**src/rtl/vga_capture.sv**
```systemverilog
// rtl/vga_capture.sv - VGA receive-side capture into a linear frame buffer
//
// Samples an incoming VGA pixel stream and writes every active pixel to a
// frame buffer at address line*VIEW_WIDTH + pixel (kept as a running count).
// Frame geometry is checked line by line; a complete well-formed frame pulses
// frame_done and raises locked, any geometry violation pulses error and drops
// locked.
//
// Ports:
//   clock          pixel clock, all inputs synchronous to it
//   reset          asynchronous active-low reset
//   h_sync         horizontal sync, active low
//   v_sync         vertical sync, active low
//   blank          high during active video
//   red/green/blue 8-bit pixel colour
//   write_enable   frame-buffer write strobe
//   write_address  linear pixel address (holds while write_enable is low)
//   write_data     {red, green, blue} (holds while write_enable is low)
//   frame_done     one-cycle pulse after the last write of a good frame
//   locked         high once a good frame was captured, cleared on error
//   error          one-cycle pulse on a geometry violation

module vga_capture #(
    parameter int VIEW_WIDTH  = 640,
    parameter int VIEW_HEIGHT = 480,
    parameter int ADDR_WIDTH  = 19
) (
    input  logic                  clock,
    input  logic                  reset,
    input  logic                  h_sync,
    input  logic                  v_sync,
    input  logic                  blank,
    input  logic [7:0]            red,
    input  logic [7:0]            green,
    input  logic [7:0]            blue,
    output logic                  write_enable,
    output logic [ADDR_WIDTH-1:0] write_address,
    output logic [23:0]           write_data,
    output logic                  frame_done,
    output logic                  locked,
    output logic                  error
);

    localparam int PW = $clog2(VIEW_WIDTH + 1);
    localparam int LW = $clog2(VIEW_HEIGHT + 1);
    localparam logic [PW-1:0] PIX_FULL  = PW'(VIEW_WIDTH);
    localparam logic [LW-1:0] LINE_FULL = LW'(VIEW_HEIGHT);

    typedef enum logic [1:0] {
        SEEK,
        WAIT_ACTIVE,
        CAPTURE
    } state_t;

    state_t                state;
    logic                  h_sync_q;
    logic                  v_sync_q;
    logic                  blank_q;
    logic [23:0]           rgb_q;
    logic                  v_sync_qq;
    logic                  blank_qq;
    logic [PW-1:0]         pixel;
    logic [LW-1:0]         line;
    logic [ADDR_WIDTH-1:0] addr;
    logic                  hs_seen;
    logic                  overrun;

    logic fs;
    logic ls;
    logic le;
    logic line_mid;

    // Input register plus one extra delay stage on the signals whose edges
    // matter. Syncs reset to their idle levels so a sync held active through
    // reset is not mistaken for an edge on release.
    always_ff @(posedge clock or negedge reset) begin
        if (!reset) begin
            h_sync_q  <= 1'b1;
            v_sync_q  <= 1'b1;
            blank_q   <= 1'b0;
            rgb_q     <= '0;
            v_sync_qq <= 1'b1;
            blank_qq  <= 1'b0;
        end else begin
            h_sync_q  <= h_sync;
            v_sync_q  <= v_sync;
            blank_q   <= blank;
            rgb_q     <= {red, green, blue};
            v_sync_qq <= v_sync_q;
            blank_qq  <= blank_q;
        end
    end

    assign fs       = v_sync_qq & ~v_sync_q;
    assign ls       = ~blank_qq & blank_q;
    assign le       = blank_qq & ~blank_q;
    assign line_mid = (line != '0) && (line < LINE_FULL);

    always_ff @(posedge clock or negedge reset) begin
        if (!reset) begin
            state         <= SEEK;
            pixel         <= '0;
            line          <= '0;
            addr          <= '0;
            hs_seen       <= 1'b0;
            overrun       <= 1'b0;
            write_enable  <= 1'b0;
            write_address <= '0;
            write_data    <= '0;
            frame_done    <= 1'b0;
            locked        <= 1'b0;
            error         <= 1'b0;
        end else begin
            write_enable <= 1'b0;
            frame_done   <= 1'b0;
            error        <= 1'b0;

            if (!h_sync_q) begin
                hs_seen <= 1'b1;
            end else if (ls) begin
                hs_seen <= 1'b0;
            end

            case (state)
                SEEK: begin
                    if (fs) begin
                        pixel <= '0;
                        line  <= '0;
                        addr  <= '0;
                        state <= WAIT_ACTIVE;
                    end
                end

                WAIT_ACTIVE: begin
                    if (fs) begin
                        // A new frame while part-way through the old one.
                        if (line_mid) begin
                            error  <= 1'b1;
                            locked <= 1'b0;
                        end
                        pixel <= '0;
                        line  <= '0;
                        addr  <= '0;
                    end else if (ls) begin
                        if (line != '0 && !hs_seen) begin
                            error  <= 1'b1;
                            locked <= 1'b0;
                            state  <= SEEK;
                        end else begin
                            // The line-start cycle already carries pixel 0.
                            write_enable  <= 1'b1;
                            write_address <= addr;
                            write_data    <= rgb_q;
                            addr          <= addr + ADDR_WIDTH'(1);
                            pixel         <= PW'(1);
                            overrun       <= 1'b0;
                            state         <= CAPTURE;
                        end
                    end
                end

                CAPTURE: begin
                    if (fs) begin
                        // Frame restart wins; only an incomplete line is an
                        // error when the line ends in the same cycle.
                        if (!le || pixel != PIX_FULL || overrun) begin
                            error  <= 1'b1;
                            locked <= 1'b0;
                        end
                        pixel <= '0;
                        line  <= '0;
                        addr  <= '0;
                        state <= WAIT_ACTIVE;
                    end else if (le) begin
                        if (pixel == PIX_FULL && !overrun) begin
                            pixel <= '0;
                            line  <= line + LW'(1);
                            if (line + LW'(1) == LINE_FULL) begin
                                frame_done <= 1'b1;
                                locked     <= 1'b1;
                                state      <= SEEK;
                            end else begin
                                state <= WAIT_ACTIVE;
                            end
                        end else begin
                            error  <= 1'b1;
                            locked <= 1'b0;
                            state  <= SEEK;
                        end
                    end else if (blank_q) begin
                        if (pixel < PIX_FULL) begin
                            write_enable  <= 1'b1;
                            write_address <= addr;
                            write_data    <= rgb_q;
                            addr          <= addr + ADDR_WIDTH'(1);
                            pixel         <= pixel + PW'(1);
                        end else begin
                            // Pixel counter stops at the line width; remember
                            // the excess so the line-end check still fails.
                            overrun <= 1'b1;
                        end
                    end
                end

                default: state <= SEEK;
            endcase
        end
    end

endmodule
```
**config.mk**
```make
export PLATFORM = sky130hd
export DESIGN_NAME = vga_capture
export DESIGN_NICKNAME = d
export VERILOG_FILES = /design/src/rtl/vga_capture.sv
export SDC_FILE = /design/constraint.sdc
export NUM_CORES = 1
export LEC_CHECK = 0
export BUFFER_PORTS_ARGS = -buffer_cell sky130_fd_sc_hd__buf_2
export CAP_MARGIN = 20
export CORE_UTILIZATION = 45
export DETAILED_ROUTE_END_ITERATION = 8
export PLACE_DENSITY = 0.79
export SLEW_MARGIN = 5
export SYNTH_ARGS = -nofsm -noshare
export SYNTH_HDL_FRONTEND = slang
export SYNTH_SLANG_ARGS = --single-unit
export TNS_END_PERCENT = 50
```
**constraint.sdc**
```tcl
create_clock -name clock -period 2.1 [get_ports clock]
set_input_delay 0.21 -clock clock [delete_from_list [all_inputs] [get_ports clock]]
set_output_delay 0.21 -clock clock [all_outputs]
set_load 0.005 [all_outputs]
```
After elaboration in Yosys (flattened, before gate mapping):

Cells that the tools add are included.

* register bits: 118
* input port bits: 29
* output and inout port bits: 47
* logic and storage cells: 171

* add/subtract/negate cells: 3
* order comparisons: 2
* equality and inequality tests: 30
* muxes and demuxes: 91
* bitwise logic cells: 6
* reductions and logical operators: 21

Operators by type and width (count)
* $mux W19: 15
* $mux W24: 7
* $mux W10: 9
* $pmux W19 S3: 1
* $pmux W24 S2: 1
* $mux W1: 39
* $pmux W19 S2: 1
* $mux W9: 4
* $ne A3 B3 Y1 const B: 10
* $pmux W10 S3: 1
* $reduce_and A7 Y1: 3
* $add A19 B1 Y19 const B: 1
* $ne A2 B2 Y1 const B: 9
* $pmux W9 S2: 1
* $ne A4 B4 Y1 const B: 4
* $reduce_and A8 Y1: 2
* $mux W2: 7
* $add A10 B1 Y10 const B: 1
* $eq A10 B10 Y1 const B: 1
* $lt A10 B10 Y1 const B: 1
* $ne A10 B10 Y1 const B: 1
* $add A9 B1 Y9 const B: 1
* $eq A9 B9 Y1 const B: 1
* $lt A9 B9 Y1 const B: 1
* 16 further kinds: 31

Depth between registers and ports, before layout:

Gate-level depths: netlist of the first run.

* depth after elaboration: 8
* gate-level depth with buffers: 10
* mapped depth without buffers: 8

Worst setup path before layout of the first run:

OpenSTA, ideal clock, no wires.

* path kind: reg2reg
* start point: reg line[0]
* end point: reg write_address[11]
* library setup time: 0.127 ns
* data arrival time: 1.975 ns
* required time: 1.973 ns
* slack: -0.002 ns
* stages on the path, launching flop included: 11
* buffers on the path: 2
* period minus slack after synthesis: 2.102 ns
* path through: dfrtp_1 inv_1 ha_1 nor4b_4 a21oi_2 o21ai_1 nand3_1 or2_1 buf_2 buf_6 mux2_1

* cells in the longest elaborated chain, start to end: 4

Ends and longest elaborated chain
* start, declared: RTL line 63 `logic [LW-1:0] line;`
* start signal, assigned: RTL line 177 `line <= line + LW'(1);`
* $reduce_bool A9 Y1: RTL line 145 `if (line != '0 && !hs_seen) begin`
* $logic_and A1 B1 Y1: RTL line 145
* $ne A2 B2 Y1 (no line)
* $reduce_and A8 Y1 (no line)
* end signal, assigned: RTL line 152 `write_address <= addr;`
* end signal, assigned: RTL line 193 `write_address <= addr;`
* end, declared: RTL line 37 `output logic [ADDR_WIDTH-1:0] write_address,`

No other way between the ends.
A chain may end at the register's enable or synchronous reset.

Worst setup path after layout of the first run:

* start point: reg line[0]
* end point: reg write_data[0]

* cells in the longest elaborated chain, start to end: 4

Ends and longest elaborated chain
* $reduce_bool A9 Y1: RTL line 145
* $logic_and A1 B1 Y1: RTL line 145
* $ne A2 B2 Y1 (no line)
* $reduce_and A8 Y1 (no line)
* end signal, assigned: RTL line 153 `write_data <= rgb_q;`
* end signal, assigned: RTL line 194 `write_data <= rgb_q;`
* end, declared: RTL line 38 `output logic [23:0] write_data,`

No other way between the ends.

==> results of run 1 <==
==> through the flow <==
step / hold slack (ps) / TNS, ps
floorplan: -85.6 / 0
global placement: 169 / -217
detailed placement: 170 / -5430
CTS: 283 / -1010
global route: 306 / -9530
finish: 282 / -4200
==> final cells by class <==
cell class	count	area (um2)
Multi-Input combinational cell	308	2290
Tap cell	140	175
Timing Repair Buffer	160	1200
Sequential cell	118	2960
Fill cell	779	3760
Clock inverter	14	223
Clock buffer	18	429
Inverter	13	48.8
==> repair_timing <==
item                                    4_1_cts  5_1_grt
gates cloned                                  2        1
endpoints found under the setup margin       66       74
hold endpoints to repair                     53        0
hold buffers                                 28        0
pin swaps                                     3       11
gates resized for setup                      15       49
setup buffers                                 2        6
==> state kept, by name (all words and copies together) (netlist names) <==
signal         cells
addr              19
blank_q            1
blank_qq           1
error              1
frame_done         1
h_sync_q           1
hs_seen            1
line               9
locked             1
overrun            1
pixel             10
rgb_q             24
state              2
v_sync_q           1
v_sync_qq          1
write_address     19
write_data        24
write_enable       1
==> kinds of logic (layout without fill, tap and decap cells) <==
family	count (synthesis)	after routing	synth area share, %
buffers and inverters	35	205	3.26
adders and majority gates	9	9	2.16
and+or+nand+nor	137	137	14.5
DFF	118	118	56.6
AOI/OAI and AO/OA	117	117	13.9
muxes	45	45	9.65
==> cells in the mapped netlist (3+ instances only) <==
cell | n | share of area [%]
sky130_fd_sc_hd__a21oi_1 | 14 | 1.3
sky130_fd_sc_hd__a22oi_1 | 4 | 0.57
sky130_fd_sc_hd__a31oi_1 | 7 | 0.84
sky130_fd_sc_hd__and2_1 | 6 | 0.72
sky130_fd_sc_hd__and3_1 | 11 | 1.3
sky130_fd_sc_hd__buf_2 | 4 | 0.38
sky130_fd_sc_hd__buf_6 | 4 | 0.86
sky130_fd_sc_hd__clkbuf_1 | 13 | 0.93
sky130_fd_sc_hd__dfrtp_1 | 115 | 55
sky130_fd_sc_hd__dfstp_2 | 3 | 1.5
sky130_fd_sc_hd__ha_1 | 9 | 2.2
sky130_fd_sc_hd__inv_1 | 13 | 0.93
sky130_fd_sc_hd__mux2_1 | 9 | 1.9
sky130_fd_sc_hd__mux2_2 | 34 | 7.3
sky130_fd_sc_hd__nand2_1 | 34 | 2.4
sky130_fd_sc_hd__nand2b_1 | 12 | 1.4
sky130_fd_sc_hd__nand3_1 | 11 | 1.1
sky130_fd_sc_hd__nand4_1 | 9 | 1.1
sky130_fd_sc_hd__nor2_1 | 26 | 1.9
sky130_fd_sc_hd__nor3_1 | 6 | 0.57
sky130_fd_sc_hd__o211ai_1 | 5 | 0.72
sky130_fd_sc_hd__o21ai_0 | 49 | 4.7
sky130_fd_sc_hd__o21ai_1 | 5 | 0.48
sky130_fd_sc_hd__o31ai_1 | 14 | 2.0
sky130_fd_sc_hd__or2_2 | 3 | 0.36
sky130_fd_sc_hd__or3_1 | 4 | 0.48
==> how the worst max path moves through the flow <==
stage / to / startpoint / depth (start not counted)
final: write_data[0]$_DFFE_PN0P_ / line[0]$_DFFE_PN0P_ / 9
after global routing: addr[6]$_DFFE_PN0P_ / line[0]$_DFFE_PN0P_ / 9
after CTS: write_data[6]$_DFFE_PN0P_ / line[0]$_DFFE_PN0P_ / 9
after detailed placement: pixel[3]$_DFFE_PN0P_ / line[1]$_DFFE_PN0P_ / 8
after global placement: pixel[3]$_DFFE_PN0P_ / line[1]$_DFFE_PN0P_ / 8
after floorplan: write_address[11]$_DFFE_PN0P_ / line[0]$_DFFE_PN0P_ / 10
==> worst max-delay path: cells and delay by family, from the launching register on <==
family | cells | cell delay [ps]
compound gates | 2 | 250
fa+ha+maj | 1 | 130
buf+inv | 2 | 280
flops | 1 | 400
mux | 1 | 290
simple gates | 3 | 730
==> power breakdown <==
group,internal (uW),total [uW],leakage [uW],switching [uW]
Clock,2120,3170,0.000311,1060
Sequential,2610,2790,0.00152,180
Combinational,1170,2480,0.00163,1310
Total,5900,8450,0.00346,2550
==> routing by layer <==
metal	share of wire, %	routed length (um)
met5	0	0
met4	2.5	325
met3	4.7	625
met2	52	6810
met1	41	5420
==> flow_summary.yaml, run 1 <==
route:
  wl_per_cell_um: 17.1
  wirelength_um: 13200
  dr.pass1.iters: 7
  detail-route-antenna-nets: 0
  drt_drc: 0
  routed_via_density: 5.57
  vias: 4298
  detail_route.iter0.violations: 315
cells_and_area:
  syn_to_final_growth_pct: 40.1
  fin_util_pct: 66.1
  drive_gt1_share_pct: 39.1
  mostFrequentLayoutCells: "115 x sky130_fd_sc_hd__dfrtp_1, 74 x sky130_fd_sc_hd__buf_2, 48 x sky130_fd_sc_hd__buf_4"
  instances_no_fill: 771
  postLayoutCellArea_um2: 7320
  layout_commonest_cell: "sky130_fd_sc_hd__dfrtp_1"
  final_net_count: 656
  antennaDiodeCount: 0
timing:
  timing.final.hold_violations: 0
  rsz0062_at_grt: "yes"
  final.min_clock_period_ps: 2210
  layout_worst_path_cycle_share_pct: 105
  worst-slew-pin-transition_ps: 532
  skew_ps: 8.70
  worst_slew_margin_rel_pct: 64.4
  fmax_mhz: 452
  finalWorstSetupSlack_ps: -114
  timing.final.setup_violations: 64
  pins_over_slew_limit: 0
pwr:
  power_leakage_uw: 0.00346
  power_density_nw_per_um2: 1150
  vdd_drop_max_uv: 627
  power_uw: 8450
synth:
  syn_avg_cell_area_um2: 11.3
  synth_enable_flop_cells: 0
  syn-num-nets: 499
  yosysWarningCount: 0
  synth_top_flop_cell: "sky130_fd_sc_hd__dfrtp_1"
  yosys_reg_bits: 118
  sequential_element_share_of_the_synthesized_area_pct: 56.6
  cell_area_after_technology_mapping_um2: 5230
  netlist_instances: 461
  synthArstFlopShare_pct: 100
  post_synth_num_cell_types: 54
clocking:
  tritoncts: "yes"
  cts_made_buffers: 17
  clockBufferDepth: 2
  clock_pin_slew_on_the_worst_setup_and_hold_paths_ps: 60
  clk-insertion-delay-late_ps: 420
  cts-root-buf: "sky130_fd_sc_hd__clkbuf_16"
  cts_sinks: 118
  cts_max_level: 4
setup_path:
  cpMaxStageDelayCell: "sky130_fd_sc_hd__dfrtp_1"
  slowest_delay_ps: 400
  setup.worst_path.start_class: "flip-flop"
  reg2reg_slack_ps: -110
  worstPathCellList: "inv_2 -> ha_4 -> nor4b_4 -> a21oi_4 -> o21ai_1 -> nand3_1 -> or2_4 -> buf_16 -> mux2_2"
  worst-r2r-cell-count: 9
  path_max_fanout: 21
  critPathKind: "reg2reg"
  crit_reg_reg_endpoint: "write_data[0]$_DFFE_PN0P_"
  rr_startpoint: "line[0]$_DFFE_PN0P_"
  crit_path_end_kind: "flip-flop"
  crit_path_required_time_ps: 2390
  crit_arrival_ps: 2510
placement:
  portBuffers: 75
  preCtsSetupSlack_ps: -180
  placedInstanceArea_um2: 6040
  numPlacedInstances: 700
  gp_routability_congestion: 0.882
  detailed_place_hpwl_um: 7870
hold_path:
  min-delay-path-class: "in2async"
floorplanning:
  initial_utilization_pct: 47.2
  coreArea_um2: 11100
  chipHeight_um: 110
  dieWidth_um: 110
  dieArea_um2: 12000
  rows: 38
  top_level_ports: 76
global_route:
  busiest_metal_layer_after_global_routing: "met2"
  grt_remaining_overflow: 0
  grt_start_max_net_pins: 58
  grtUsageMet1_pct: 28.3
  global_route_wire_length_before_repair_um: 21100
  global_routing_met3_resource_utilization_pct: 4.74
  vias_in_the_first_global_route: 4246
  grt_use_total_pct: 23.1
  globalRouteMet2Util_pct: 39.8
  antenna_found_initial: 0
status:
  run_status: "complete, but fails checks"
  violations: "setup timing"
job:
  max_cap_viol_count: 0
Power figures use the tool's default switching activity.
==> run 2: changes to the inputs <==
Settings changed: ABC_CLOCK_PERIOD_IN_PS from default to 2100, TNS_END_PERCENT 50 to default.
==> run 2 against run 1 <==
  * The flow still finishes with violations (setup timing)
  * Utilization grew 3.4 points
  * Wire length rose by 12%
  * Final area is 5.1% higher
  * Sequential share of layout area down 2.0 points
  * Critical endpoint is now addr[17]$_DFFE_PN0P_
==> flow_summary.yaml, run 2 (synthesis results as in run 1) <==
setup_path:
  cpMaxStageDelayCell: "sky130_fd_sc_hd__dfrtp_1"
  path_max_fanout: 5
  crit_arrival_ps: 2600
  worstPathBufferInverterCount: 3
  crit_path_required_time_ps: 2380
  critPathKind: "reg2reg"
  slowest_delay_ps: 390
  crit_path_end_kind: "flip-flop"
  setup.worst_path.start_class: "flip-flop"
  worstPathCellList: "inv_2 -> ha_4 -> nor4b_4 -> a21oi_4 -> a221oi_4 -> buf_4 -> nand2_4 -> clkbuf_16 -> o21ai_0 -> o31ai_1"
  path_delay_family: "compound AO/OA/AOI/OAI gates"
global_route:
  vias_in_the_first_global_route: 4258
  grt_remaining_overflow: 0
  grt_start_max_net_pins: 58
  global_route_wire_length_before_repair_um: 21100
  antenna_found_initial: 0
  grt_use_total_pct: 23.2
route:
  dr.pass1.iters: 5
  drt_drc: 0
  wl_per_cell_um: 18.8
  wirelength_um: 14800
  routed_via_density: 5.72
  vias: 4494
  detail_route.iter0.violations: 364
  detail-route-antenna-nets: 0
cells_and_area:
  final.fill_count: 700
  register_area_um2: 2960
  syn_to_final_growth_pct: 47.3
  multiInputGateArea_um2: 2490
  mostFrequentLayoutCells: "115 x sky130_fd_sc_hd__dfrtp_1, 74 x sky130_fd_sc_hd__buf_2, 54 x sky130_fd_sc_hd__buf_4"
  antennaDiodeCount: 0
  final_net_count: 670
  largest_registers: "rgb_q (24), write_data (24)"
  drive_gt1_share_pct: 44.3
  layout_commonest_cell: "sky130_fd_sc_hd__dfrtp_1"
timing:
  skew_ps: 11.5
  final.min_clock_period_ps: 2310
  pins_over_slew_limit: 0
  finalWorstSetupSlack_ps: -213
  fmax_mhz: 432
  fin_tns_setup_ps: -5780
  worst-slew-pin-transition_ps: 444
  timing.final.setup_violations: 69
  timing.final.hold_violations: 0
  layout_worst_path_cycle_share_pct: 110
  worst_slew_margin_rel_pct: 70.4
  fin_hold_ws_ps: 269
  rsz0062_at_grt: "yes"
floorplanning:
  coreArea_um2: 11100
  chipHeight_um: 110
  dieArea_um2: 12000
  top_level_ports: 76
  rows: 38
  dieWidth_um: 110
  initial_utilization_pct: 47.2
placement:
  portBuffers: 75
  detailed_place_hpwl_um: 7870
  gp_routability_congestion: 0.882
clocking:
  cts-root-buf: "sky130_fd_sc_hd__clkbuf_16"
  cts_made_buffers: 17
  clk-insertion-delay-late_ps: 420
  tritoncts: "yes"
  cts_sinks: 118
  clock_pin_slew_on_the_worst_setup_and_hold_paths_ps: 60
  cts_max_level: 4
  clockBufferDepth: 2
pwr:
  power_density_nw_per_um2: 1170
  power_leakage_uw: 0.00364
  vdd_drop_max_uv: 689
status:
  violations: "setup timing"
  run_status: "complete, but fails checks"
hold_path:
  min-delay-path-class: "in2async"
job:
  max_cap_viol_count: 0
[run 2: power breakdown]
part           switching (uW)  internal, uW  total, uW
Sequential                188          2610       2800
Clock                    1080          2120       3200
Combinational            1590          1430       3010
Total                    2860          6150       9010
[run 2: path summary, 6_finish.rpt]
kind,startpoint,end,slack [ps],cells after the start
max in group asynchronous,reset,rgb_q[0]$_DFF_PN0_,1200,3
worst min-delay path,reset,addr[4]$_DFFE_PN0P_,270,2
worst max-delay path,line[0]$_DFFE_PN0P_,addr[17]$_DFFE_PN0P_,-210,10
worst min register to register,v_sync_q$_DFF_PN1_,v_sync_qq$_DFF_PN1_,390,0
worst max register to register,line[0]$_DFFE_PN0P_,addr[17]$_DFFE_PN0P_,-210,10
min in group clock,v_sync_q$_DFF_PN1_,v_sync_qq$_DFF_PN1_,390,0
[run 2: routing by layer]
layer  routed length, um  vias up  share of wire, %  GRT usage [%]
met3                 781       40               5.3           5.22
met5                   0        -                 0              0
met4                 498        0               3.4           9.52
met1                5810     2236                39           28.0
li1                    -     2022                 -              -
met2                7670      196                52           39.9
[run 2: final cells by class]
class                           instances  area share (%)
Sequential cell                       118            38.4
Multi-Input combinational cell        308            32.3
Timing Repair Buffer                  174            17.9
Clock buffer                           18            5.58
Clock inverter                         14            2.89
Tap cell                              140            2.28
Inverter                               13           0.634
[run 2: stage by stage]
step,setup WS (ps),instance area [um2],util (%),total power [uW],instances
6_report,-213,7690,69.5,9010,785
3_3_place_gp,-22.2,6040,54.5,4750,700
4_1_cts,-44.1,7090,64.0,8240,764
2_1_floorplan,23.4,5230,-,4020,461
5_1_grt,-244,7690,69.5,9400,785
3_5_place_dp,-180,6040,54.5,4820,700
[run 2: worst reg2reg max path, delay by kind of cell (launching register included)]
family / cells / cell delay (ps)
buf+inv: 3 / 470
flops: 1 / 390
fa+ha+maj: 1 / 130
compound gates: 4 / 840
simple gates: 2 / 360
[run 2: repair_timing]
item	CTS	global route
resized for setup	16	102
pin swaps	3	29
hold buffers	28	0
setup endpoints to repair	66	74
buffers inserted	2	16
gates cloned	2	5
hold endpoints to repair	53	0
